### config.mk
export PLATFORM = sky130hd
export DESIGN_NAME = uart_tx_arbiter
export DESIGN_NICKNAME = d
export VERILOG_FILES = /design/src/rtl/uart_tx_arbiter.sv
export SDC_FILE = /design/constraint.sdc
export NUM_CORES = 1
export LEC_CHECK = 0
export BUFFER_PORTS_ARGS = -buffer_cell sky130_fd_sc_hd__buf_4
export CORE_ASPECT_RATIO = 0.6
export CORE_UTILIZATION = 50
export CTS_BUF_LIST = sky130_fd_sc_hd__clkbuf_4
export CTS_CLUSTER_DIAMETER = 60
export DETAILED_ROUTE_END_ITERATION = 8
export PLACE_DENSITY = 0.87
export SYNTH_ARGS = -nofsm -noshare
export SYNTH_HDL_FRONTEND = slang
export SYNTH_SLANG_ARGS = --single-unit
### constraint.sdc
create_clock -name i_clk -period 3.05 [get_ports i_clk]
set_input_delay 0.915 -clock i_clk [delete_from_list [all_inputs] [get_ports i_clk]]
set_output_delay 0.915 -clock i_clk [all_outputs]
set_load 0.1 [all_outputs]
### src/rtl/uart_tx_arbiter.sv
// uart_tx_arbiter: round-robin arbiter sharing one uart_tx byte transmitter
// among NUM_REQ requesters. One byte is accepted per grant, issued as a
// registered single-cycle write strobe, and the transmitter's busy flag is
// tracked to completion before the next grant.
//
// Optional build macro: UART_ARB_TAG_EN
//   When defined, each grant sends a header byte {4'hA, id} ahead of the
//   payload byte. When undefined, only the payload byte is sent and no header
//   logic exists.
module uart_tx_arbiter #(
    parameter int  NUM_REQ     = 4,
    parameter int  ACK_TIMEOUT = 4,
    localparam int ID_W        = $clog2(NUM_REQ)
) (
    input  logic                 i_clk,
    input  logic                 i_rst_n,
    input  logic [NUM_REQ-1:0]   i_req_valid,
    input  logic [NUM_REQ*8-1:0] i_req_data,
    output logic [NUM_REQ-1:0]   o_req_ready,
    output logic                 o_tx_wr,
    output logic [7:0]           o_tx_data,
    input  logic                 i_tx_busy,
    output logic [ID_W-1:0]      o_grant_id,
    output logic                 o_active
);

    localparam int CNT_W = (ACK_TIMEOUT > 1) ? $clog2(ACK_TIMEOUT) : 1;

    typedef enum logic [1:0] {IDLE, ISSUE, WAIT_ACK, WAIT_DONE} state_t;

    state_t                 state, state_nx;
    logic [ID_W-1:0]        ptr;
    logic [ID_W-1:0]        win;
    logic                   found;
    logic [2*NUM_REQ-1:0]   vld_dbl;
    logic [NUM_REQ-1:0]     vld_rot;
    logic [ID_W:0]          sum;
    logic [7:0]             byte_q;
    logic [7:0]             tx_byte;
    logic [CNT_W-1:0]       cnt;
    logic                   last_byte;
`ifdef UART_ARB_TAG_EN
    logic                   phase;  // 0: header in flight, 1: payload in flight
`endif

    // Rotate valids so the pointer position is bit 0, pick the lowest set bit,
    // then map the rotated index back to a requester id modulo NUM_REQ.
    always_comb begin
        vld_dbl = {i_req_valid, i_req_valid};
        vld_rot = vld_dbl[ptr +: NUM_REQ];
        found   = 1'b0;
        sum     = '0;
        for (int i = NUM_REQ - 1; i >= 0; i--) begin
            if (vld_rot[i]) begin
                found = 1'b1;
                sum   = {1'b0, ptr} + (ID_W+1)'(i);
            end
        end
        if (sum >= (ID_W+1)'(NUM_REQ))
            sum = sum - (ID_W+1)'(NUM_REQ);
        win = sum[ID_W-1:0];
    end

    assign o_req_ready = (state == IDLE && found) ? (NUM_REQ'(1) << win) : '0;
    assign o_active    = (state != IDLE);

`ifdef UART_ARB_TAG_EN
    assign tx_byte   = phase ? byte_q : {4'hA, 4'(o_grant_id)};
    assign last_byte = phase;
`else
    assign tx_byte   = byte_q;
    assign last_byte = 1'b1;
`endif

    // Next-state logic: a strobe is only launched when the transmitter is idle,
    // and an unacknowledged strobe is abandoned after ACK_TIMEOUT cycles.
    always_comb begin
        state_nx = state;
        case (state)
            IDLE:      if (found) state_nx = ISSUE;
            ISSUE:     if (!i_tx_busy) state_nx = WAIT_ACK;
            WAIT_ACK: begin
                if (i_tx_busy)
                    state_nx = WAIT_DONE;
                else if (cnt == CNT_W'(ACK_TIMEOUT - 1))
                    state_nx = IDLE;
            end
            WAIT_DONE: if (!i_tx_busy) state_nx = last_byte ? IDLE : ISSUE;
            default:   state_nx = IDLE;
        endcase
    end

    // State register.
    always_ff @(posedge i_clk or negedge i_rst_n) begin
        if (!i_rst_n) state <= IDLE;
        else          state <= state_nx;
    end

    // Datapath: capture on accept, strobe on issue, count while awaiting busy.
    always_ff @(posedge i_clk or negedge i_rst_n) begin
        if (!i_rst_n) begin
            ptr        <= '0;
            byte_q     <= '0;
            o_grant_id <= '0;
            o_tx_wr    <= 1'b0;
            o_tx_data  <= '0;
            cnt        <= '0;
`ifdef UART_ARB_TAG_EN
            phase      <= 1'b0;
`endif
        end else begin
            o_tx_wr <= 1'b0;
            case (state)
                IDLE: if (found) begin
                    byte_q     <= i_req_data[{win, 3'b000} +: 8];
                    o_grant_id <= win;
                    ptr        <= (win == ID_W'(NUM_REQ - 1)) ? '0 : win + 1'b1;
`ifdef UART_ARB_TAG_EN
                    phase      <= 1'b0;
`endif
                end
                ISSUE: if (!i_tx_busy) begin
                    o_tx_wr   <= 1'b1;
                    o_tx_data <= tx_byte;
                    cnt       <= '0;
                end
                WAIT_ACK: if (!i_tx_busy) cnt <= cnt + 1'b1;
`ifdef UART_ARB_TAG_EN
                WAIT_DONE: if (!i_tx_busy) phase <= 1'b1;
`endif
                default: ;
            endcase
        end
    end

endmodule

**Yosys cells after proc, flatten, opt, wreduce, memory -nomap -nowiden**

Cells that the tools add are included.

- Flip-flop bits (word level): 25
- Bits of input ports: 39
- Output and inout bits: 16
- Logic and storage cells: 57

- Add/sub/neg operators: 6
- Order comparisons: 1
- Equal/unequal tests: 10
- Shifts and indexed selects: 3
- Muxes and demuxes: 21
- Bitwise gates (word level): 1
- Reductions and logical operators: 8

Operators by type and width:

| operator | number |
|---|---|
| $shiftx A32 B6 Y8 | 1 |
| $mux W2 | 8 |
| $mux W3 | 4 |
| $eq A2 B2 Y1 const B | 4 |
| $ne A2 B2 Y1 const B | 4 |
| $pmux W2 S4 | 1 |
| $shiftx A8 B3 Y4 | 1 |
| $add A2 B2 Y3 const B | 2 |
| $mux W1 | 6 |
| $add A2 B1 Y2 const B | 2 |
| $mux W4 | 1 |
| $pmux W2 S2 | 1 |
| $reduce_and A2 Y1 | 2 |
| $reduce_and A4 Y1 | 1 |
| $reduce_bool A2 Y1 | 2 |
| $shl A1 B2 Y4 const A | 1 |
| $add A2 B1 Y3 const B | 1 |
| $ge A3 B3 Y1 const B | 1 |
| $ne A3 B3 Y1 const B | 1 |
| $reduce_and A3 Y1 | 1 |
| $eq A2 B1 Y1 const B | 1 |
| $logic_not A2 Y1 | 1 |
| $sub A2 B1 Y2 const B | 1 |
| $logic_and A1 B1 Y1 | 1 |
| $not A1 Y1 | 1 |

**Depth between registers and ports, before layout**

Gate-level depths: netlist of run 1.

- Depth after elaboration: 9
- Depth in mapped cells: 7
- Gate-level depth less buffers: 6

**Worst setup path after synthesis of run 1**

No wires, ideal clock.

- Kind: register to output
- Start: register state[1]
- End: output o_req_ready[0]
- Data arrival time: 3,841 ps
- Path slack: -1,706 ps
- Cell stages (with the launch flop): 6
- Path buffers: 2
- Path through: dfrtp_1 > or2_0 > clkbuf_1 > or2_1 > clkbuf_1 > nor3_1

- Cells in the longest elaborated chain, start to end: 3

RTL lines:

| element | line | RTL |
|---|---|---|
| start, declared | 31 | `state_t state, state_nx;` |
| start signal, assigned | 96 | `else state <= state_nx;` |
| $logic_not A2 Y1 | 64 | `assign o_req_ready = (state == IDLE && found) ? (NUM_REQ'(1) << win) : '0;` |
| $logic_and A1 B1 Y1 | 64 |  |
| $mux W4 | 64 |  |
| end, declared | 19 | `output logic [NUM_REQ-1:0] o_req_ready,` |

No other way between the ends.

**Worst setup path in the final report of run 1**

- Start: input i_req_valid[1]
- End: output o_req_ready[0]

- Cells in the longest elaborated chain, start to end: 9

RTL lines:

| element | line | RTL |
|---|---|---|
| start, declared | 17 | `input logic [NUM_REQ-1:0] i_req_valid,` |
| $shiftx A8 B3 Y4 (*) | 50 | `vld_rot = vld_dbl[ptr +: NUM_REQ];` |
| $mux W3 (4 in series) | 54 | `if (vld_rot[i]) begin` |
| $ge A3 B3 Y1 or $sub A2 B1 Y2 (tied branches) | 59, 60 |  |
| $mux W2 | 59 | `if (sum >= (ID_W+1)'(NUM_REQ))` |
| $shl A1 B2 Y4 | 64 |  |
| $mux W4 (*) | 64 |  |

Every way passes the cells marked *; elsewhere a longest branch is shown, timed or not.

==> results of run 1 <==
cell usage after synthesis:
cell type	n
a221oi_2	1
a21oi_1	1
a31oi_1	5
inv_2	1
or3b_1	1
o211ai_1	2
mux2i_1	13
nor3_1	1
nor3b_1	1
dfrtp_1	25
o221ai_4	1
inv_1	1
nor2b_1	1
buf_1	1
ha_1	2
or3_1	2
o21ai_0	4
and2_1	1
nor2_1	11
nand2_1	14
buf_12	1
nand3b_1	1
o31a_2	2
nand2b_1	1
buf_2	2
nor4_1	1
a21o_1	2
o31a_1	3
clkbuf_1	2
o21a_1	1
a21boi_2	1
a2111oi_0	1
or2_0	1
mux2_2	13
a311oi_1	1
or2_1	1
and2_2	1
worst max-delay path, stage by stage:
cell and delay, ns:
buf_4 0.13, or3b_4 0.38, o221ai_4 0.08, inv_2 0.08
buf_6 0.13, nor3_4 0.16, buf_12 0.20
through the flow:
stage | area (um2) | util [%] | setup slack [ns]
floorplan | 1406 | - | -0.1757
global placement | 1879 | 73.99 | 0.004206
detailed placement | 1879 | 73.99 | -0.04412
CTS | 1924 | 75.76 | 0.003145
global route | 1972 | 77.64 | -0.01071
finish | 1972 | 77.64 | 0.04867
state kept, by name, indices dropped and copies added (netlist names):
name        cells
o_tx_data       8
o_tx_wr         1
o_grant_id      2
ptr             2
byte_q          8
state           2
cnt             2
final timing paths:
check | from | end | cells after the start
max in group asynchronous | i_rst_n | o_tx_data[6]$_DFFE_PN0P_ | 1
worst min register to register | o_grant_id[0]$_DFFE_PN0P_ | o_grant_id[0]$_DFFE_PN0P_ | 2
worst max register to register | ptr[1]$_DFFE_PN0P_ | byte_q[0]$_DFFE_PN0P_ | 5
min in group i_clk | o_grant_id[0]$_DFFE_PN0P_ | o_grant_id[0]$_DFFE_PN0P_ | 2
worst max-delay path | i_req_valid[1] | o_req_ready[0] | 7
worst min-delay path | i_rst_n | cnt[0]$_DFFE_PN0P_ | 1
layer usage:
layer | GRT usage, % | part of all wire (%)
met1 | 28.28 | 43
met2 | 41.94 | 48
met3 | 8.173 | 7.9
met4 | 3.673 | 0.25
met5 | 0 | 0
power groups by stage:
stage,Sequential [mW],Combinational [mW],Clock (mW)
5_1_grt,0.633,1.66,0.171
6_report,0.608,1.57,0.155
2_1_floorplan,1.08,0.711,0
3_3_place_gp,0.603,1.50,0
4_1_cts,0.607,1.54,0.156
3_5_place_dp,0.615,1.53,0
area by class of cell:
| cell class | count | area (um2) |
|---|---|---|
| clock buffer | 3 | 22.52 |
| timing repair buffer | 65 | 531.8 |
| clock inverter | 1 | 7.507 |
| inverter | 2 | 7.507 |
| multi-input combinational | 91 | 737.0 |
| sequential | 25 | 625.6 |
| tap | 32 | 40.04 |
| fill | 176 | 568.0 |
repair_timing:
item	4_1_cts	5_1_grt
pin swaps	1	3
gates resized for setup	4	11
hold buffers	0	0
buffers inserted	0	1
setup endpoints to repair	3	4
kinds of logic (layout without fill, tap and decap cells):
kind of cell	after synthesis	after routing
and+or+nand+nor	38	38
adders and majority gates	2	2
AOI/OAI and AO/OA	25	25
buffers and inverters	8	71
DFF	25	25
muxes	26	26
==> flow_summary.html, run 1 <==
<table>
<tr><th>Metric</th><th>Value</th></tr>
<tr><th colspan="2">Power and ir drop</th></tr>
<tr><td>Static Leak</td><td>0.9222 nW</td></tr>
<tr><td>Switching power as a share of total power</td><td>54.43%</td></tr>
<tr><td>Power Internal</td><td>1.064 mW</td></tr>
<tr><td>Overall power</td><td>2.336 mW</td></tr>
<tr><td>Part of the total power dissipated in combinational logic</td><td>67.3%</td></tr>
<tr><td>Peak VDD IR</td><td>0.0008553 V</td></tr>
<tr><td>NetSw</td><td>1.271 mW</td></tr>
<tr><td>Sequential fraction of design power</td><td>26.0%</td></tr>
<tr><td>Power share of the clock group</td><td>6.6%</td></tr>
<tr><td>Pwr Density</td><td>1184 nW/um2</td></tr>
<tr><th colspan="2">STA</th></tr>
<tr><td>Max Clock Freq</td><td>0.3332 GHz</td></tr>
<tr><td>Accumulated negative setup slack</td><td>0 ns</td></tr>
<tr><td>Clock skew after layout</td><td>0.003993 ns</td></tr>
<tr><td>Remaining max-slew budget at the tightest pin</td><td>73.63%</td></tr>
<tr><td>Total count of hold-check failures in the final report</td><td>0</td></tr>
<tr><td>Setup violators final</td><td>0</td></tr>
<tr><td>Fin crit share</td><td>98.40%</td></tr>
<tr><td>Hold Worst Slack</td><td>0.4559 ns</td></tr>
<tr><td>Worst Max-Slew Pin Slew</td><td>0.3855 ns</td></tr>
<tr><td>Final min period</td><td>3.001 ns</td></tr>
<tr><td>Pins over their slew limit</td><td>0</td></tr>
<tr><th colspan="2">Routing</th></tr>
<tr><td>Count of antenna-violating nets left after detailed routing</td><td>0</td></tr>
<tr><td>DRC errors left</td><td>0</td></tr>
<tr><td>First-pass detailed-route iteration total</td><td>4</td></tr>
<tr><td>Via count</td><td>1183</td></tr>
<tr><td>Aggregate routed wire length</td><td>3.204 mm</td></tr>
<tr><td>Average routed wire per standard cell</td><td>14.63 um</td></tr>
<tr><td>Number of violations reported at the end of detailed-routing iteration 0</td><td>35</td></tr>
<tr><td>Average via count per standard cell</td><td>5.402</td></tr>
<tr><th colspan="2">Synth</th></tr>
<tr><td>Area fraction of the dominant cell type after synthesis</td><td>45.79%</td></tr>
<tr><td>Synth Area in XOR/XNOR</td><td>0%</td></tr>
<tr><td>Mux share of post-synthesis cell area</td><td>20.24%</td></tr>
<tr><td>Dominant combinational cell family by area after synthesis</td><td>multiplexers</td></tr>
<tr><td>Synth Area in Compound Gates</td><td>15.38%</td></tr>
<tr><td>Flops &amp; latches, synth</td><td>25</td></tr>
<tr><td>Post-Syn Area per Cell</td><td>11.02 um2</td></tr>
<tr><td>Cell area after technology mapping</td><td>1366 um2</td></tr>
<tr><td>Area contributors post-synth</td><td>dfrtp_1 46%, mux2_2 11%, mux2i_1 9.5%</td></tr>
<tr><td>Adder-cell share of the synthesized area</td><td>1.832%</td></tr>
<tr><td>Cell type contributing the most total cell area after synthesis</td><td>dfrtp_1</td></tr>
<tr><td>Post-Syn Instances</td><td>124</td></tr>
<tr><td>Sequential share of the synthesized area</td><td>45.79%</td></tr>
<tr><td>Post-synthesis net count</td><td>165</td></tr>
<tr><td>Count of synthesis-stage warnings from yosys</td><td>0</td></tr>
<tr><td>Cell variety after synth</td><td>37</td></tr>
<tr><td>Simple-gate share of the synthesized area</td><td>13.19%</td></tr>
<tr><th colspan="2">Critical path</th></tr>
<tr><td>Endpoint type of the worst setup path</td><td>output pin</td></tr>
<tr><td>Largest driver fanout on the critical path</td><td>5</td></tr>
<tr><td>Worst endpoint data arrival time</td><td>2.09 ns</td></tr>
<tr><td>Critical path data required time</td><td>2.13 ns</td></tr>
<tr><td>Startpoint kind of the worst setup timing path</td><td>primary input</td></tr>
<tr><td>Critical setup path kind</td><td>primary input to output pin</td></tr>
<tr><td>Reg-to-reg slack, setup</td><td>1.00 ns</td></tr>
<tr><th colspan="2">Layout</th></tr>
<tr><td>Antenna diode instance count</td><td>0</td></tr>
<tr><td>Most frequent standard cell in the layout excluding fill and tap cells</td><td>buf_4</td></tr>
<tr><td>Number of non-filler instances in the completed layout</td><td>219</td></tr>
<tr><td>Share of final-layout standard cells stronger than drive strength 1</td><td>52.41%</td></tr>
<tr><td>NumNets Final</td><td>229</td></tr>
<tr><td>Layout Area Growth over Synthesis</td><td>44.32%</td></tr>
<tr><td>Commonest cells after routing, fill and taps aside</td><td>59 x buf_4, 25 x dfrtp_1, 13 x mux2i_1, 13 x nand2_1, 13 x mux2_2</td></tr>
<tr><th colspan="2">Floorplanning</th></tr>
<tr><td>Starting utilization of the core area</td><td>53.79%</td></tr>
<tr><td>Placeable core area</td><td>2540 um2</td></tr>
<tr><td>Die area</td><td>2952 um2</td></tr>
<tr><td>Number of placement rows</td><td>14</td></tr>
<tr><td>Horizontal die dimension</td><td>69.49 um</td></tr>
<tr><td>Number of top-level design ports</td><td>55</td></tr>
<tr><td>Die height</td><td>42.49 um</td></tr>
<tr><th colspan="2">Run status</th></tr>
<tr><td>Outcome</td><td>finished clean</td></tr>
<tr><th colspan="2">CTS</th></tr>
<tr><td>Total number of H-tree levels</td><td>1</td></tr>
<tr><td>Clock tree root buffer cell</td><td>clkbuf_4</td></tr>
<tr><td>CTS Buf Count</td><td>3</td></tr>
<tr><td>Sinks on Clock Net</td><td>25</td></tr>
<tr><td>Clock Path Buffers</td><td>2</td></tr>
<tr><td>Clock tree from TritonCTS</td><td>built</td></tr>
<tr><td>Clk pin slew, worst setup/hold paths</td><td>0.14 ns</td></tr>
<tr><td>Latest clock arrival within the worst-skew pair</td><td>0.33 ns</td></tr>
<tr><th colspan="2">Global routing</th></tr>
<tr><td>Gr usage total</td><td>23.53%</td></tr>
<tr><td>First-pass GRT wire length</td><td>5.333 mm</td></tr>
<tr><td>Number of antenna violations at the first check in global routing</td><td>0</td></tr>
<tr><td>Via count of the first global-routing pass</td><td>1211</td></tr>
<tr><td>Pin count of the biggest net entering global routing</td><td>26</td></tr>
<tr><td>Grt total ovfl</td><td>0</td></tr>
<tr><th colspan="2">Job</th></tr>
<tr><td>Number of maximum-capacitance violations</td><td>0</td></tr>
<tr><th colspan="2">Place</th></tr>
<tr><td>Final Wtd Congestion</td><td>0.8081</td></tr>
<tr><td>Hpwl dp</td><td>2.442 mm</td></tr>
<tr><td>Cell count after placement</td><td>214</td></tr>
<tr><td>Port Buf Inserts</td><td>54</td></tr>
<tr><th colspan="2">Min path</th></tr>
<tr><td>Type of the tightest min-delay check</td><td>primary input to async pin</td></tr>
</table>
No activity file was read; power rests on OpenSTA's default activity.
==> run 2: changes to the inputs <==
--- a/config.mk
+++ b/config.mk
@@ -5,13 +5,14 @@
 export SDC_FILE = /design/constraint.sdc
 export NUM_CORES = 1
 export LEC_CHECK = 0
+export ABC_CLOCK_PERIOD_IN_PS = 3050
 export BUFFER_PORTS_ARGS = -buffer_cell sky130_fd_sc_hd__buf_4
 export CORE_ASPECT_RATIO = 0.6
-export CORE_UTILIZATION = 50
+export CORE_UTILIZATION = 45
 export CTS_BUF_LIST = sky130_fd_sc_hd__clkbuf_4
 export CTS_CLUSTER_DIAMETER = 60
 export DETAILED_ROUTE_END_ITERATION = 8
-export PLACE_DENSITY = 0.87
+export PLACE_DENSITY = 0.8
 export SYNTH_ARGS = -nofsm -noshare
 export SYNTH_HDL_FRONTEND = slang
 export SYNTH_SLANG_ARGS = --single-unit
==> flow_summary.html, run 2 (synthesis gave the netlist of run 1 again) <==
<table>
<tr><th>Metric</th><th>Value</th></tr>
<tr><th colspan="2">Floorplanning</th></tr>
<tr><td>Number of top-level design ports</td><td>55 (unchanged)</td></tr>
<tr><td>Die height</td><td>44.68 um (+5.2%)</td></tr>
<tr><td>Die area</td><td>3268 um2 (+11%)</td></tr>
<tr><td>Number of placement rows</td><td>15 (+1)</td></tr>
<tr><td>Placeable core area</td><td>2872 um2 (+13%)</td></tr>
<tr><td>Starting utilization of the core area</td><td>47.58% (-6.2 points)</td></tr>
<tr><td>Horizontal die dimension</td><td>73.14 um (+5.3%)</td></tr>
<tr><th colspan="2">Global routing</th></tr>
<tr><td>Pin count of the biggest net entering global routing</td><td>26 (unchanged)</td></tr>
<tr><td>Via count of the first global-routing pass</td><td>1153 (-4.8%)</td></tr>
<tr><td>Number of antenna violations at the first check in global routing</td><td>0 (unchanged)</td></tr>
<tr><td>Grt total ovfl</td><td>0 (unchanged)</td></tr>
<tr><td>First-pass GRT wire length</td><td>5.478 mm (+2.7%)</td></tr>
<tr><td>Gr usage total</td><td>23.20% (-0.33 points)</td></tr>
<tr><th colspan="2">Routing</th></tr>
<tr><td>DRC errors left</td><td>0 (unchanged)</td></tr>
<tr><td>Average routed wire per standard cell</td><td>15.08 um (+3.1%)</td></tr>
<tr><td>Aggregate routed wire length</td><td>3.438 mm (+7.3%)</td></tr>
<tr><td>Count of antenna-violating nets left after detailed routing</td><td>0 (unchanged)</td></tr>
<tr><td>Via count</td><td>1216 (+2.8%)</td></tr>
<tr><td>Number of violations reported at the end of detailed-routing iteration 0</td><td>90 (+160%)</td></tr>
<tr><td>First-pass detailed-route iteration total</td><td>4 (unchanged)</td></tr>
<tr><td>Average via count per standard cell</td><td>5.333 (-1.3%)</td></tr>
<tr><th colspan="2">Layout</th></tr>
<tr><td>Most frequent standard cell in the layout excluding fill and tap cells</td><td>buf_4</td></tr>
<tr><td>Utilization of the core after routing</td><td>68.98% (-8.7 points)</td></tr>
<tr><td>Count of fill cells added during filler insertion</td><td>222 (+26%)</td></tr>
<tr><td>Antenna diode instance count</td><td>0 (unchanged)</td></tr>
<tr><td>Largest regs</td><td>byte_q x8, o_tx_data x8</td></tr>
<tr><td>Share of final-layout standard cells stronger than drive strength 1</td><td>51.61% (-0.79 points)</td></tr>
<tr><td>Final Cell Area</td><td>1981 um2 (+0.44%)</td></tr>
<tr><td>NumNets Final</td><td>228 (-0.44%)</td></tr>
<tr><td>Layout Area Growth over Synthesis</td><td>44.96%</td></tr>
<tr><td>Commonest cells after routing, fill and taps aside</td><td>59 x buf_4, 25 x dfrtp_1, 14 x nand2_1</td></tr>
<tr><th colspan="2">Place</th></tr>
<tr><td>Final Wtd Congestion</td><td>0.7584 (-6.2%)</td></tr>
<tr><td>Port Buf Inserts</td><td>54 (unchanged)</td></tr>
<tr><td>Pre-CTS setup slack</td><td>-0.08341 ns (-0.03928 ns)</td></tr>
<tr><td>Area post-placement</td><td>1897 um2 (+0.93%)</td></tr>
<tr><td>Hpwl dp</td><td>2.586 mm (+5.9%)</td></tr>
<tr><th colspan="2">STA</th></tr>
<tr><td>Clock skew after layout</td><td>0.003794 ns (-0.0001989 ns)</td></tr>
<tr><td>Worst Max-Slew Pin Slew</td><td>0.5820 ns (+0.1965 ns)</td></tr>
<tr><td>Setup repair after global routing missed its margin</td><td>false</td></tr>
<tr><td>Fin crit share</td><td>98.49% (about the same)</td></tr>
<tr><td>Remaining max-slew budget at the tightest pin</td><td>60.20% (-13 points)</td></tr>
<tr><td>Slack of the critical path</td><td>0.04611 ns (-0.002559 ns)</td></tr>
<tr><td>Total count of hold-check failures in the final report</td><td>0 (unchanged)</td></tr>
<tr><td>Final min period</td><td>3.004 ns (+0.002559 ns)</td></tr>
<tr><td>Max Clock Freq</td><td>0.3329 GHz (about the same)</td></tr>
<tr><td>Pins over their slew limit</td><td>0 (unchanged)</td></tr>
<tr><td>Setup violators final</td><td>0 (unchanged)</td></tr>
<tr><th colspan="2">Critical path</th></tr>
<tr><td>Reg2reg end</td><td>byte_q[3]$_DFFE_PN0P_</td></tr>
<tr><td>RR Startpoint</td><td>ptr[1]$_DFFE_PN0P_</td></tr>
<tr><td>Number of cell instances on the worst register-to-register path</td><td>6 (+1)</td></tr>
<tr><td>Endpoint type of the worst setup path</td><td>output pin</td></tr>
<tr><td>Worst endpoint data arrival time</td><td>2.09 ns (about the same)</td></tr>
<tr><td>Startpoint kind of the worst setup timing path</td><td>primary input</td></tr>
<tr><td>Reg-to-reg slack, setup</td><td>0.88 ns (-0.12 ns)</td></tr>
<tr><td>Critical setup path kind</td><td>primary input to output pin</td></tr>
<tr><td>Largest driver fanout on the critical path</td><td>5 (unchanged)</td></tr>
<tr><td>Critical path data required time</td><td>2.13 ns (about the same)</td></tr>
<tr><th colspan="2">CTS</th></tr>
<tr><td>Clock Path Buffers</td><td>2 (unchanged)</td></tr>
<tr><td>CTS Buf Count</td><td>3 (unchanged)</td></tr>
<tr><td>Clk pin slew, worst setup/hold paths</td><td>0.14 ns (about the same)</td></tr>
<tr><td>Clock tree root buffer cell</td><td>clkbuf_4</td></tr>
<tr><td>Latest clock arrival within the worst-skew pair</td><td>0.32 ns (about the same)</td></tr>
<tr><td>Sinks on Clock Net</td><td>25 (unchanged)</td></tr>
<tr><td>Total number of H-tree levels</td><td>1 (unchanged)</td></tr>
<tr><td>Clock tree from TritonCTS</td><td>built</td></tr>
<tr><th colspan="2">Power and ir drop</th></tr>
<tr><td>Switching power as a share of total power</td><td>54.51% (+0.086 points)</td></tr>
<tr><td>Peak VDD IR</td><td>0.0009901 V (+16%)</td></tr>
<tr><td>Static Leak</td><td>0.9248 nW (+0.28%)</td></tr>
<tr><td>NetSw</td><td>1.281 mW (+0.78%)</td></tr>
<tr><td>Part of the total power dissipated in combinational logic</td><td>67.3% (about the same)</td></tr>
<tr><td>Power Internal</td><td>1.069 mW (+0.43%)</td></tr>
<tr><td>Power share of the clock group</td><td>6.4% (-0.2 points)</td></tr>
<tr><td>Sequential fraction of design power</td><td>26.3% (+0.3 points)</td></tr>
<tr><td>Pwr Density</td><td>1187 nW/um2 (+0.18%)</td></tr>
<tr><th colspan="2">Job</th></tr>
<tr><td>Number of maximum-capacitance violations</td><td>0 (unchanged)</td></tr>
<tr><th colspan="2">Run status</th></tr>
<tr><td>Outcome</td><td>finished clean</td></tr>
<tr><th colspan="2">Min path</th></tr>
<tr><td>Type of the tightest min-delay check</td><td>primary input to async pin</td></tr>
</table>
-- run 2: changes by cell type in the layout (fill, tap and decap cells not counted), sizes merged --
cell,change
buf,-1
clkinv,+1
clkinvlp,-1
-- run 2: per-stage QoR --
stage               std cells  setup TNS (ns)  total power, mW  hold WS, ns
floorplan                 124         -0.4120            1.795       0.4611
global placement          223        -0.03907            2.119       0.4632
detailed placement        223         -0.1460            2.162       0.4769
CTS                       227               0            2.333       0.4694
global route              228               0            2.476       0.4721
finish                    228               0            2.350       0.4638
-- run 2: layer usage --
metal / vias up / GRT usage (%) / wire length (um)
met5: - / 0 / 0
met4: 0 / 9.804 / 72
met3: 8 / 7.062 / 189
met2: 42 / 34.26 / 1577
met1: 587 / 31.88 / 1599
li1: 579 / - / -
-- run 2: how the worst max path moves through the flow --
stage / from / end / depth (start not counted)
2_1_floorplan: i_req_valid[1] / o_req_ready[0] / 4
3_3_place_gp: i_req_valid[3] / o_req_ready[3] / 7
3_5_place_dp: i_req_valid[3] / o_req_ready[3] / 7
4_1_cts: i_req_valid[3] / o_req_ready[3] / 7
5_1_grt: i_req_valid[1] / o_req_ready[0] / 7
6_report: i_req_valid[1] / o_req_ready[3] / 7
-- run 2: cell type report --
| cell class | count | area, um2 | share of cell area, % |
|---|---|---|---|
| sequential | 25 | 625.6 | 31.59 |
| multi-input combinational | 91 | 743.2 | 37.52 |
| tap | 42 | 52.55 | 2.653 |
| timing repair buffer | 64 | 524.3 | 26.47 |
| clock inverter | 1 | 5.005 | 0.2527 |
| inverter | 2 | 7.507 | 0.3790 |
| clock buffer | 3 | 22.52 | 1.137 |
-- run 2: timing repair --
item	CTS	global route
pin swaps	2	3
setup endpoints to repair	3	3
hold buffers	0	0
gates resized for setup	9	3
setup buffers	0	1
-- run 2: worst max-delay path, stage by stage --
cell,delay (ns)
buf_4,0.14
or3b_4,0.38
o221ai_4,0.08
inv_2,0.09
ha_2,0.19
and2_4,0.14
buf_12,0.16
-- run 2: power groups by stage --
stage / logic [mW] / registers, mW / clock network [mW]
after detailed placement: 1.54 / 0.619 / 0
final: 1.58 / 0.618 / 0.150
after floorplan: 0.711 / 1.08 / 0
after CTS: 1.56 / 0.614 / 0.156
after global routing: 1.67 / 0.641 / 0.166
after global placement: 1.51 / 0.608 / 0
==> run 3: changes to the inputs <==
--- a/config.mk
+++ b/config.mk
@@ -5,14 +5,14 @@
 export SDC_FILE = /design/constraint.sdc
 export NUM_CORES = 1
 export LEC_CHECK = 0
-export ABC_CLOCK_PERIOD_IN_PS = 3050
+export ABC_CLOCK_PERIOD_IN_PS = 2530
 export BUFFER_PORTS_ARGS = -buffer_cell sky130_fd_sc_hd__buf_4
 export CORE_ASPECT_RATIO = 0.6
 export CORE_UTILIZATION = 45
 export CTS_BUF_LIST = sky130_fd_sc_hd__clkbuf_4
 export CTS_CLUSTER_DIAMETER = 60
 export DETAILED_ROUTE_END_ITERATION = 8
-export PLACE_DENSITY = 0.8
+export PLACE_DENSITY = 0.83
 export SYNTH_ARGS = -nofsm -noshare
 export SYNTH_HDL_FRONTEND = slang
 export SYNTH_SLANG_ARGS = --single-unit
==> constraint.sdc (replaced) <==
create_clock -name i_clk -period 2.53 [get_ports i_clk]
set_input_delay 0.759 -clock i_clk [delete_from_list [all_inputs] [get_ports i_clk]]
set_output_delay 0.759 -clock i_clk [all_outputs]
set_load 0.1 [all_outputs]
==> flow_summary.html, run 3 (synthesis gave the netlist of run 1 again) <==
<table>
<tr><th>Metric</th><th>Value</th></tr>
<tr><th colspan="2">Run status</th></tr>
<tr><td>Outcome</td><td>complete, but fails checks</td></tr>
<tr><td>Violated checks</td><td>negative setup slack</td></tr>
<tr><th colspan="2">STA</th></tr>
<tr><td>Max Clock Freq</td><td>0.3757 GHz</td></tr>
<tr><td>Setup violators final</td><td>5 (+5)</td></tr>
<tr><td>Final min period</td><td>2.661 ns</td></tr>
<tr><td>Accumulated negative setup slack</td><td>-0.4192 ns (-0.4192 ns)</td></tr>
<tr><td>Setup repair after global routing missed its margin</td><td>true</td></tr>
<tr><td>Fin crit share</td><td>105.2%</td></tr>
<tr><td>Worst Max-Slew Pin Slew</td><td>0.7736 ns (+0.1916 ns)</td></tr>
<tr><td>Total count of hold-check failures in the final report</td><td>0 (unchanged)</td></tr>
<tr><td>Pins over their slew limit</td><td>0 (unchanged)</td></tr>
<tr><td>Hold Worst Slack</td><td>0.2988 ns (-0.1650 ns)</td></tr>
<tr><td>Slack of the critical path</td><td>-0.1314 ns (-0.1775 ns)</td></tr>
<tr><td>Clock skew after layout</td><td>0.01894 ns (+0.01515 ns)</td></tr>
<tr><td>Remaining max-slew budget at the tightest pin</td><td>47.09% (-13 points)</td></tr>
<tr><th colspan="2">Routing</th></tr>
<tr><td>Aggregate routed wire length</td><td>3.463 mm (+0.73%)</td></tr>
<tr><td>DRC errors left</td><td>0 (unchanged)</td></tr>
<tr><td>Average via count per standard cell</td><td>5.342 (+0.16%)</td></tr>
<tr><td>Number of violations reported at the end of detailed-routing iteration 0</td><td>52 (-42%)</td></tr>
<tr><td>Via count</td><td>1250 (+2.8%)</td></tr>
<tr><td>Count of antenna-violating nets left after detailed routing</td><td>0 (unchanged)</td></tr>
<tr><td>Average routed wire per standard cell</td><td>14.80 um (-1.9%)</td></tr>
<tr><td>First-pass detailed-route iteration total</td><td>4 (unchanged)</td></tr>
<tr><th colspan="2">Critical path</th></tr>
<tr><td>Endpoint type of the worst setup path</td><td>output pin</td></tr>
<tr><td>Crit-path cells</td><td>buf_8 &gt; or3b_4 &gt; o221ai_4 &gt; inv_2 &gt; buf_12 &gt; nor3_4 &gt; buf_12</td></tr>
<tr><td>Slowest CP cell</td><td>or3b_4</td></tr>
<tr><td>Critical setup path kind</td><td>primary input to output pin</td></tr>
<tr><td>Worst endpoint data arrival time</td><td>1.90 ns (-0.19 ns)</td></tr>
<tr><td>Startpoint kind of the worst setup timing path</td><td>primary input</td></tr>
<tr><td>Largest stage delay on the critical path</td><td>0.37 ns (about the same)</td></tr>
<tr><td>Largest driver fanout on the critical path</td><td>5 (unchanged)</td></tr>
<tr><td>Critical path data required time</td><td>1.77 ns (-0.36 ns)</td></tr>
<tr><td>Cell type with the highest occurrence count on the critical path</td><td>buf_12</td></tr>
<tr><th colspan="2">CTS</th></tr>
<tr><td>Clock Path Buffers</td><td>2 (unchanged)</td></tr>
<tr><td>CTS Hold Bufs</td><td>0 (unchanged)</td></tr>
<tr><td>Clk pin slew, worst setup/hold paths</td><td>0.14 ns (about the same)</td></tr>
<tr><td>Clock tree from TritonCTS</td><td>built</td></tr>
<tr><td>Total number of H-tree levels</td><td>1 (unchanged)</td></tr>
<tr><td>Latest clock arrival within the worst-skew pair</td><td>0.33 ns (about the same)</td></tr>
<tr><td>Clock tree root buffer cell</td><td>clkbuf_4</td></tr>
<tr><td>CTS Buf Count</td><td>3 (unchanged)</td></tr>
<tr><td>Sinks on Clock Net</td><td>25 (unchanged)</td></tr>
<tr><th colspan="2">Global routing</th></tr>
<tr><td>Grt total ovfl</td><td>0 (unchanged)</td></tr>
<tr><td>Gr usage total</td><td>22.36% (-0.84 points)</td></tr>
<tr><td>Number of antenna violations at the first check in global routing</td><td>0 (unchanged)</td></tr>
<tr><td>Via count of the first global-routing pass</td><td>1182 (+2.5%)</td></tr>
<tr><td>Pin count of the biggest net entering global routing</td><td>26 (unchanged)</td></tr>
<tr><td>First-pass GRT wire length</td><td>5.375 mm (-1.9%)</td></tr>
<tr><th colspan="2">Power and ir drop</th></tr>
<tr><td>Pwr Density</td><td>1411 nW/um2 (+19%)</td></tr>
<tr><td>Peak VDD IR</td><td>0.001037 V (+4.8%)</td></tr>
<tr><td>Sequential fraction of design power</td><td>25.4% (-0.9 points)</td></tr>
<tr><td>Part of the total power dissipated in combinational logic</td><td>68.1% (+0.8 points)</td></tr>
<tr><td>Static Leak</td><td>0.9694 nW (+4.8%)</td></tr>
<tr><td>Power Internal</td><td>1.359 mW (+27%)</td></tr>
<tr><td>Power share of the clock group</td><td>6.5% (about the same)</td></tr>
<tr><td>Overall power</td><td>2.928 mW (+25%)</td></tr>
<tr><td>NetSw</td><td>1.569 mW (+22%)</td></tr>
<tr><td>Switching power as a share of total power</td><td>53.58% (-0.93 points)</td></tr>
<tr><th colspan="2">Place</th></tr>
<tr><td>Area post-placement</td><td>1944 um2 (+2.5%)</td></tr>
<tr><td>Port Buf Inserts</td><td>54 (unchanged)</td></tr>
<tr><td>Final Wtd Congestion</td><td>0.7747 (+2.1%)</td></tr>
<tr><td>Pre-CTS setup slack</td><td>-0.2118 ns (-0.1283 ns)</td></tr>
<tr><td>Cell count after placement</td><td>227 (+1.8%)</td></tr>
<tr><td>Hpwl dp</td><td>2.564 mm (-0.85%)</td></tr>
<tr><th colspan="2">Layout</th></tr>
<tr><td>Most frequent standard cell in the layout excluding fill and tap cells</td><td>buf_4</td></tr>
<tr><td>Share of final-layout standard cells stronger than drive strength 1</td><td>54.69% (+3.1 points)</td></tr>
<tr><td>NumNets Final</td><td>234 (+2.6%)</td></tr>
<tr><td>Largest regs</td><td>byte_q x8, o_tx_data x8</td></tr>
<tr><td>Layout Area Growth over Synthesis</td><td>51.92%</td></tr>
<tr><td>Final Cell Area</td><td>2076 um2 (+4.8%)</td></tr>
<tr><td>Commonest cells after routing, fill and taps aside</td><td>63 x buf_4, 23 x dfrtp_1, 13 x mux2i_1, 13 x nand2_1, 13 x mux2_2</td></tr>
<tr><td>Number of non-filler instances in the completed layout</td><td>234 (+2.6%)</td></tr>
<tr><td>Antenna diode instance count</td><td>0 (unchanged)</td></tr>
<tr><td>Utilization of the core after routing</td><td>72.29% (+3.3 points)</td></tr>
<tr><th colspan="2">Job</th></tr>
<tr><td>Number of maximum-capacitance violations</td><td>0 (unchanged)</td></tr>
<tr><th colspan="2">Floorplanning</th></tr>
<tr><td>Horizontal die dimension</td><td>73.14 um (unchanged)</td></tr>
<tr><td>Starting utilization of the core area</td><td>47.58% (unchanged)</td></tr>
<tr><td>Die area</td><td>3268 um2 (unchanged)</td></tr>
<tr><td>Placeable core area</td><td>2872 um2 (unchanged)</td></tr>
<tr><td>Number of top-level design ports</td><td>55 (unchanged)</td></tr>
<tr><td>Number of placement rows</td><td>15 (unchanged)</td></tr>
<tr><td>Die height</td><td>44.68 um (unchanged)</td></tr>
<tr><th colspan="2">Min path</th></tr>
<tr><td>Type of the tightest min-delay check</td><td>primary input to async pin</td></tr>
</table>
## run 3: layout make-up
type | count | area (um2)
fill | 211 | 795.8
multi-input combinational | 91 | 758.2
sequential | 25 | 628.1
timing repair buffer | 70 | 599.3
tap | 42 | 52.55
clock buffer | 4 | 30.03
inverter | 2 | 7.507
## run 3: final timing paths
check | from | to | slack (ns) | depth (start not counted)
max in group asynchronous | i_rst_n | o_tx_data[4]$_DFFE_PN0P_ | 1.97 | 1
min in group i_clk | o_grant_id[0]$_DFFE_PN0P_ | o_grant_id[0]$_DFFE_PN0P_ | 0.52 | 2
min | i_rst_n | cnt[1]$_DFFE_PN0P_ | 0.30 | 1
min reg2reg | o_grant_id[0]$_DFFE_PN0P_ | o_grant_id[0]$_DFFE_PN0P_ | 0.52 | 2
max reg2reg | ptr[1]$_DFFE_PN0P_ | byte_q[3]$_DFFE_PN0P_ | -0.10 | 10
max | i_req_valid[1] | o_req_ready[0] | -0.13 | 7
## run 3: repair_timing
item                                    in CTS  in global routing
gates resized for setup                     13                  8
endpoints found under the setup margin       4                  4
buffers inserted                             2                  1
pin swaps                                    2                  1
cloned                                       0                  0
## run 3: power groups by stage
| stage | sequential, mW | clock, mW | combinational (mW) |
|---|---|---|---|
| floorplan | 1.31 | 0 | 0.896 |
| global placement | 0.739 | 0 | 1.84 |
| detailed placement | 0.747 | 0 | 1.90 |
| CTS | 0.741 | 0.190 | 1.95 |
| global route | 0.774 | 0.210 | 2.09 |
| finish | 0.743 | 0.190 | 1.99 |
## run 3: worst max-delay path: cells and delay by family
family                 cells  cell delay [ns]
AND/OR/NAND/NOR            2             0.53
buffers and inverters      4             0.53
AO/OA/AOI/OAI              1             0.08
## run 3: metal layers
layer | wire, um | up-vias | global-route usage [%]
li1 | - | 587 | -
met1 | 1580 | 607 | 29.80
met2 | 1642 | 48 | 34.63
met3 | 179 | 8 | 7.062
met4 | 61 | 0 | 7.843
met5 | 0 | - | 0
